--- config.mk ---
export PLATFORM = sky130hd
export DESIGN_NAME = line_buf_ctrl
export DESIGN_NICKNAME = d
export VERILOG_FILES = /design/src/rtl/line_buf_ctrl.sv
export SDC_FILE = /design/constraint.sdc
export NUM_CORES = 1
export LEC_CHECK = 0
export BUFFER_PORTS_ARGS = -buffer_cell sky130_fd_sc_hd__buf_2
export CAP_MARGIN = 20
export CORE_MARGIN = 3
export CORE_UTILIZATION = 40
export DETAILED_ROUTE_END_ITERATION = 8
export PLACE_DENSITY = 0.74
export SYNTH_ARGS = -nofsm -noshare
export SYNTH_HDL_FRONTEND = slang
export SYNTH_SLANG_ARGS = --single-unit
--- constraint.sdc ---
create_clock -name clk -period 4.75 [get_ports clk]
set_input_delay 0.475 -clock clk [delete_from_list [all_inputs] [get_ports clk]]
set_output_delay 0.475 -clock clk [all_outputs]
set_load 0.03 [all_outputs]
--- src/rtl/line_buf_ctrl.sv ---
// -----------------------------------------------------------------------------
// line_buf_ctrl
//
// Sequencer for the two-FIFO line shift buffer that feeds the 3x3 window
// filters. Tracks the pixel/line position from the incoming video timing and
// drives both line FIFOs so that each one holds exactly one delayed line:
//   FIFO 0 holds line v-1 (written from the input stream),
//   FIFO 1 holds line v-2 (written from FIFO 0 read data).
// win_de marks a valid 3x3 window column. It is aligned with the FIFO read data,
// which arrives one cycle after the read.
//
// Parameters
//   H_ACTIVE     active pixels per line (>= 2)
//   V_ACTIVE     active lines per frame (>= 4)
//
// Ports
//   clk          pixel clock
//   rst          synchronous reset, active-high
//   in_vs        vertical sync; a rising edge restarts the frame
//   in_de        active-video data enable
//   fifo0_wr_en  FIFO 0 write enable, lines 0..V-2
//   fifo0_rd_en  FIFO 0 read enable, lines 1..V-1
//   fifo1_wr_en  FIFO 1 write enable, lines 1..V-2
//   fifo1_rd_en  FIFO 1 read enable, lines 2..V-1
//   fifo_flush   one-cycle pulse, OR'd into both FIFO resets
//   win_de       window column valid, fifo1_rd_en delayed one cycle
//   h_cnt        current pixel index
//   v_cnt        current line index
//   line_err     one-cycle pulse on a malformed line or frame
//
// Build option
//   LBC_ERR_RECOVER_EN  when defined, enables short-line and extra-line
//                       detection. A short line pulses line_err and fifo_flush
//                       and drops to IDLE until the next vsync. Beats in DONE
//                       pulse line_err. When undefined, line_err is tied low.
// -----------------------------------------------------------------------------
module line_buf_ctrl #(
    parameter int H_ACTIVE = 1920,
    parameter int V_ACTIVE = 1080
) (
    input  logic        clk,
    input  logic        rst,
    input  logic        in_vs,
    input  logic        in_de,
    output logic        fifo0_wr_en,
    output logic        fifo0_rd_en,
    output logic        fifo1_wr_en,
    output logic        fifo1_rd_en,
    output logic        fifo_flush,
    output logic        win_de,
    output logic [11:0] h_cnt,
    output logic [11:0] v_cnt,
    output logic        line_err
);

    localparam logic [11:0] H_LAST = 12'(H_ACTIVE - 1);
    localparam logic [11:0] V_PEN  = 12'(V_ACTIVE - 2);

    typedef enum logic [2:0] {
        IDLE   = 3'd0,
        LINE0  = 3'd1,
        LINE1  = 3'd2,
        STEADY = 3'd3,
        LAST   = 3'd4,
        DONE   = 3'd5
    } state_t;

    state_t      state_q, state_d;
    logic [11:0] h_q, h_d;
    logic [11:0] v_q, v_d;
    logic        vs_q;
    logic        win_q;
    logic        flush_q, flush_d;

    logic        vs_rise;
    logic        in_frame;
    logic        beat;
    logic        line_wrap;

    assign vs_rise   = in_vs & ~vs_q;
    assign in_frame  = (state_q == LINE0) || (state_q == LINE1) ||
                       (state_q == STEADY) || (state_q == LAST);
    // A beat in the vsync cycle is dropped, so the new frame starts clean.
    assign beat      = in_de & in_frame & ~vs_rise;
    assign line_wrap = beat & (h_q == H_LAST);

`ifdef LBC_ERR_RECOVER_EN
    logic de_q;
    logic err_q;
    logic short_line;
    logic extra_beat;

    // Short line: the data enable drops before the pixel counter has wrapped.
    assign short_line = in_frame & ~vs_rise & de_q & ~in_de & (h_q != '0);
    assign extra_beat = (state_q == DONE) & in_de & ~vs_rise;

    always_ff @(posedge clk) begin
        if (rst) begin
            de_q  <= 1'b0;
            err_q <= 1'b0;
        end else begin
            de_q  <= in_de;
            err_q <= short_line | extra_beat;
        end
    end

    assign line_err = err_q;
`else
    assign line_err = 1'b0;
`endif

    // Next state, counters and flush request.
    always_comb begin
        state_d = state_q;
        h_d     = h_q;
        v_d     = v_q;
        flush_d = 1'b0;

        if (vs_rise) begin
            state_d = LINE0;
            h_d     = '0;
            v_d     = '0;
            // IDLE and DONE leave both FIFOs empty, so only a mid-frame vsync
            // must discard partial contents.
            flush_d = in_frame;
        end
`ifdef LBC_ERR_RECOVER_EN
        else if (short_line) begin
            state_d = IDLE;
            h_d     = '0;
            v_d     = '0;
            flush_d = 1'b1;
        end
`endif
        else if (beat) begin
            if (line_wrap) begin
                h_d = '0;
                v_d = v_q + 12'd1;
                unique case (state_q)
                    LINE0:  state_d = LINE1;
                    LINE1:  state_d = STEADY;
                    STEADY: if (v_q == V_PEN) state_d = LAST;
                    LAST: begin
                        state_d = DONE;
                        v_d     = '0;
                    end
                    default: state_d = state_q;
                endcase
            end else begin
                h_d = h_q + 12'd1;
            end
        end
    end

    // FIFO enables follow in_de with zero latency.
    always_comb begin
        fifo0_wr_en = 1'b0;
        fifo0_rd_en = 1'b0;
        fifo1_wr_en = 1'b0;
        fifo1_rd_en = 1'b0;
        if (beat) begin
            unique case (state_q)
                LINE0: begin
                    fifo0_wr_en = 1'b1;
                end
                LINE1: begin
                    fifo0_wr_en = 1'b1;
                    fifo0_rd_en = 1'b1;
                    fifo1_wr_en = 1'b1;
                end
                STEADY: begin
                    fifo0_wr_en = 1'b1;
                    fifo0_rd_en = 1'b1;
                    fifo1_wr_en = 1'b1;
                    fifo1_rd_en = 1'b1;
                end
                LAST: begin
                    fifo0_rd_en = 1'b1;
                    fifo1_rd_en = 1'b1;
                end
                default: begin
                    fifo0_wr_en = 1'b0;
                end
            endcase
        end
    end

    always_ff @(posedge clk) begin
        if (rst) begin
            state_q <= IDLE;
            h_q     <= '0;
            v_q     <= '0;
            vs_q    <= 1'b0;
            win_q   <= 1'b0;
            flush_q <= 1'b0;
        end else begin
            state_q <= state_d;
            h_q     <= h_d;
            v_q     <= v_d;
            vs_q    <= in_vs;
            win_q   <= fifo1_rd_en;
            flush_q <= flush_d;
        end
    end

    assign fifo_flush = flush_q;
    assign win_de     = win_q;
    assign h_cnt      = h_q;
    assign v_cnt      = v_q;

endmodule

Word level (Yosys, flattened, before mapping)
Cells that the tools add are included.
{ "totals": {"regBits": 30, "out_inout_bits": 31} }
{ "classes": {"eq_ne": 8, "add_sub_neg": 2, "reduce_logical": 16, "bitwise": 6, "muxes": 15} }
{ "op_table": {"columns": ["cell", "count"], "rows": [
  ["$add A12 B1 Y12 const B", 2],
  ["$eq A12 B11 Y1 const B", 2],
  ["$mux W12", 2],
  ["$pmux W3 S4", 1],
  ["$mux W1", 11],
  ["$reduce_and A4 Y1", 2],
  ["$reduce_or A2 Y1", 4],
  ["$eq A3 B2 Y1 const B", 2],
  ["$reduce_or A3 Y1", 2],
  ["$reduce_bool A5 Y1", 1],
  ["$and A1 B1 Y1", 4],
  ["$reduce_bool A2 Y1", 2],
  ["$reduce_bool A4 Y1", 1],
  ["$eq A3 B1 Y1 const B", 1],
  ["$eq A3 B3 Y1 const B", 1],
  ["$logic_or A1 B1 Y1", 3],
  ["$mux W3", 1],
  ["$ne A3 B2 Y1 const B", 1],
  ["$ne A2 B1 Y1 const B", 1],
  ["$not A1 Y1", 2],
  ["$reduce_and A2 Y1", 1]
]} }

Logic depth before layout (Yosys ltp)
{ "logic_depth": {"depth_word": 10, "depth_mapped": 7, "ltp_nobuf": 7} }

Worst setup path after synthesis
No wires, ideal clock.
{ "synth_timing": {"path_type": "flip-flop to flip-flop", "from": "reg h_q[0], in the netlist h_cnt[0]", "to": "reg v_q[10], in the netlist v_cnt[10]", "n_path_buf": 0, "required_ns": 4.680, "synth_period_minus_slack_ns": 2.015, "t_arrival_ns": 1.945, "path_slack_ns": 2.735, "stages_incl_launch_ff": 7, "cell_sequence": "dfxtp_1 ha_1 nor3b_1 nand4_1 or3_4 or3_1 a21oi_1"} }
{ "synth_via": {"elab_chain_cells": 3} }
{ "synth_lines": {"columns": ["item", "line", "text"], "rows": [
  ["start: declaration", "69", "logic [11:0] h_q, h_d;"],
  ["start signal: assignment", "191", "h_q <= '0;"],
  ["start signal: assignment", "198", "h_q <= h_d;"],
  ["$eq A12 B11 Y1", "85", "assign line_wrap = beat & (h_q == H_LAST);"],
  ["$and A1 B1 Y1", "85", null],
  ["$reduce_and A2 Y1 (no source line)", null, null],
  ["end signal: assignment", "199", "v_q <= v_d;"],
  ["end: declaration", "70", "logic [11:0] v_q, v_d;"]
]} }
No other way between the ends.
A chain may end at the register's enable or synchronous reset.

Worst setup path after layout
Ends and elaborated chain as after synthesis.

==> results_dict.tcl <==
set metrics [dict create \
    synth.top_cell.area_share_pct 39.8 \
    crit_required_ps 4950 \
    dp_hpwl_um 2370 \
    drt-pass1-iter-count 4 \
    timing.fmax_mhz 422 \
    ios 35 \
    placedCellCount 247 \
    ys_warn_count 0 \
    synth_flop_cell "dfxtp_1" \
    design_area_um2 1770 \
    postSynthAreaPerCell_um2 8.62 \
    power.density_nw_per_um2 266 \
    cts.sinks 30 \
    cts-root-buf "clkbuf_8" \
    insertion_delay_ps 270 \
    synth_area_leaders "dfxtp_1 40%, nor2_1 5.5%, xnor2_1 5.2%, xor2_1 4.6%, a21oi_1 3.3%" \
    fin_tns_setup_ps 0 \
    synth_cells 175 \
    clk_pin_slew_ps 60 \
    yosysSeqAreaShare_pct 39.8 \
    nets 215 \
    die_x_um 67.4 \
    dpl_cell_area_um2 1690 \
    diodes 0 \
    place_congestion 0.787 \
    synth_compound_area_share_pct 6.80 \
    post-route-util_pct 51.1 \
    setup_viol 0 \
    seq_area_um2 601 \
    critPathKind "flop to flop" \
    grt_use_total_pct 15.1 \
    netlist_area_um2 1510 \
    cts_resized 0 \
    antenna_found_initial 0 \
    synthSimpleGateAreaFrac_pct 37.3 \
    synthAdderAreaFrac_pct 2.49 \
    final_cells 253 \
    ff2ff_path_depth 6 \
    combPwrFrac_pct 4.5 \
    post_cts_buffers 0 \
    core.rowCount 21 \
    multi_input_area_um2 855 \
    swShare_pct 21.2 \
    regToRegSetupSlack_ps 2380 \
    vias_per_cell 5.28 \
    synth_nets 182 \
    worstPathArrival_ps 2570 \
    crit_end "v_cnt[10]" \
    min_from "rst" \
    start_util_pct 43.5 \
    pwr-share-seq_pct 54.2 \
    worst-path-max-fanout 11 \
    drive_gt1_share_pct 22.7 \
    n_fill_cell 369 \
    synth_area_leader_cell "dfxtp_1" \
    synth_xor_area_share_pct 9.88 \
    grt_pass1_wl_um 5180 \
    clock_skew_ps 5.91 \
    async_flop_share_pct 0 \
    hold_viol 0 \
    vias 1336 \
    ant_nets 0 \
    status "complete, no violations" \
    grt_max_degree 16 \
    r2r-end "v_cnt[10]" \
    core-area_um2 3470 \
    cts-hold-fix-buffers 0 \
    grt-ovfl-total 0 \
    post_drt_wl_per_cell_um 12.3 \
    start_kind "flop" \
    worst_pin_slew_ps 801 \
    ys_types 38 \
    max-cap-violations 0 \
    drt_iter0_drc 50 \
    report.final.slew_viol_count 0 \
    slew_headroom_pct 46.5 \
    first_global_vias 1128 \
    area_growth_pct 17.5 \
    p_switching_uw 99.9 \
    p_int_uw 371 \
    crit_start "h_cnt[0]" \
    die_area_um2 4540 \
    clockPowerShare_pct 41.3 \
    drc_errors 0 \
    synth_seq_cells 30 \
    p_leak_nw 0.668 \
    rsz0062_at_grt "false" \
    cp-end-kind "flop" \
    min_path_type "input port to flop" \
    timing.rr.start "h_cnt[0]" \
    cts_tree "done" \
    die_h_um 67.4 \
    htree_levels 2 \
    port_buffers 33 \
    period_needed_ps 2370 \
    fin_crit_sh_pct 49.9 \
    ir_drop_mv 0.155 \
    synth_top_family_by_area "simple AND/OR/NAND/NOR gates" \
    cts_buffers 5 \
    synthMuxAreaShare_pct 0 \
    synth_edf_count 0 \
    cts_buffer_depth 2 \
    wl_um 3110 \
]
## power groups by stage
stage          Combinational, mW  Clock [mW]  Sequential, mW
6_report                  0.0212       0.195           0.255
5_1_grt                   0.0237       0.213           0.255
4_1_cts                   0.0216       0.201           0.255
3_5_place_dp              0.0215           0           0.261
3_3_place_gp              0.0212           0           0.261
2_1_floorplan             0.0170           0           0.261
## logic make-up (layout without fill, tap and decap cells)
| kind of cell | count (synthesis) | after routing |
|---|---|---|
| buffers and inverters | 10 | 42 |
| other | 1 | 1 |
| AND/OR/NAND/NOR | 96 | 96 |
| adder cells (fa/ha/maj) | 3 | 3 |
| AO/OA/AOI/OAI | 18 | 18 |
| XOR/XNOR | 17 | 17 |
| flip-flops | 30 | 30 |
## placed cells by master, fill, tap and decap left out, types with 2 or more instances in the layout
cell type,Yosys,routed
a21oi_1,10,10
and3_1,3,3
and4_1,2,2
buf_2,3,33
clkbuf_8,0,6
dfxtp_1,30,30
ha_1,3,3
inv_1,3,3
nand2_1,10,10
nand2b_1,4,4
nand3_1,10,10
nand3b_1,2,2
nand4_1,8,8
nand4_4,2,2
nor2_1,22,22
nor2b_1,3,3
nor3_1,7,7
nor4_1,7,7
o21ai_0,4,4
or2b_1,2,2
or3_1,5,5
or3_4,2,2
xnor2_1,9,9
xor2_1,8,8
## synth_stat cells, drive strengths merged, types with 2 or more instances
cell type / count
dfxtp: 30
nor2: 22
a21oi: 10
nand2: 10
nand3: 10
nand4: 10
xnor2: 9
xor2: 8
nor3: 7
nor4: 7
or3: 7
buf: 5
o21ai: 5
nand2b: 4
and3: 3
and4: 3
ha: 3
inv: 3
nor2b: 3
clkbuf: 2
nand3b: 2
or2: 2
or2b: 2
## per-stage QoR
stage               hold WS, ps  total power [mW]  setup WS [ps]
floorplan                   547             0.278           2730
global placement            486             0.282           2420
detailed placement          513             0.282           2380
CTS                         412             0.477           2370
global route                424             0.493           2150
finish                      415             0.471           2380
## worst min-delay path by stage
stage | to | slack (ps) | cells after the start
3_5_place_dp | h_cnt[1] | 510 | 2
2_1_floorplan | vs_q | 550 | 1
3_3_place_gp | h_cnt[10] | 490 | 2
4_1_cts | vs_q | 410 | 2
5_1_grt | vs_q | 420 | 2
6_report | vs_q | 420 | 2
## worst max-delay path, cell delays in order (launching register included)
cell     delay [ps]
dfxtp_1         420
ha_1            280
nor3b_1         210
nand4_1         410
or3_4           540
or3_1           310
a21oi_1         130
## final cells by class
cell class / count / area share, %
Clock buffer: 6 / 4.66
Inverter: 3 / 0.636
Sequential cell: 30 / 33.9
Multi-Input combinational cell: 135 / 48.2
Tap cell: 46 / 3.25
Timing Repair Buffer: 33 / 9.32
## layer usage
layer	GRT usage, %	up-vias	wire length, um
met4	3.80	0	31
met5	0	-	0
li1	-	681	-
met1	19.6	613	1420
met2	23.9	37	1460
met3	4.99	5	204
## sequential cells by signal, summed over array words and instances, names as in the netlist
signal	count
state_q	3
win_de	1
vs_q	1
v_cnt	12
fifo_flush	1
h_cnt	12
No activity file was read; power rests on OpenSTA's default activity.
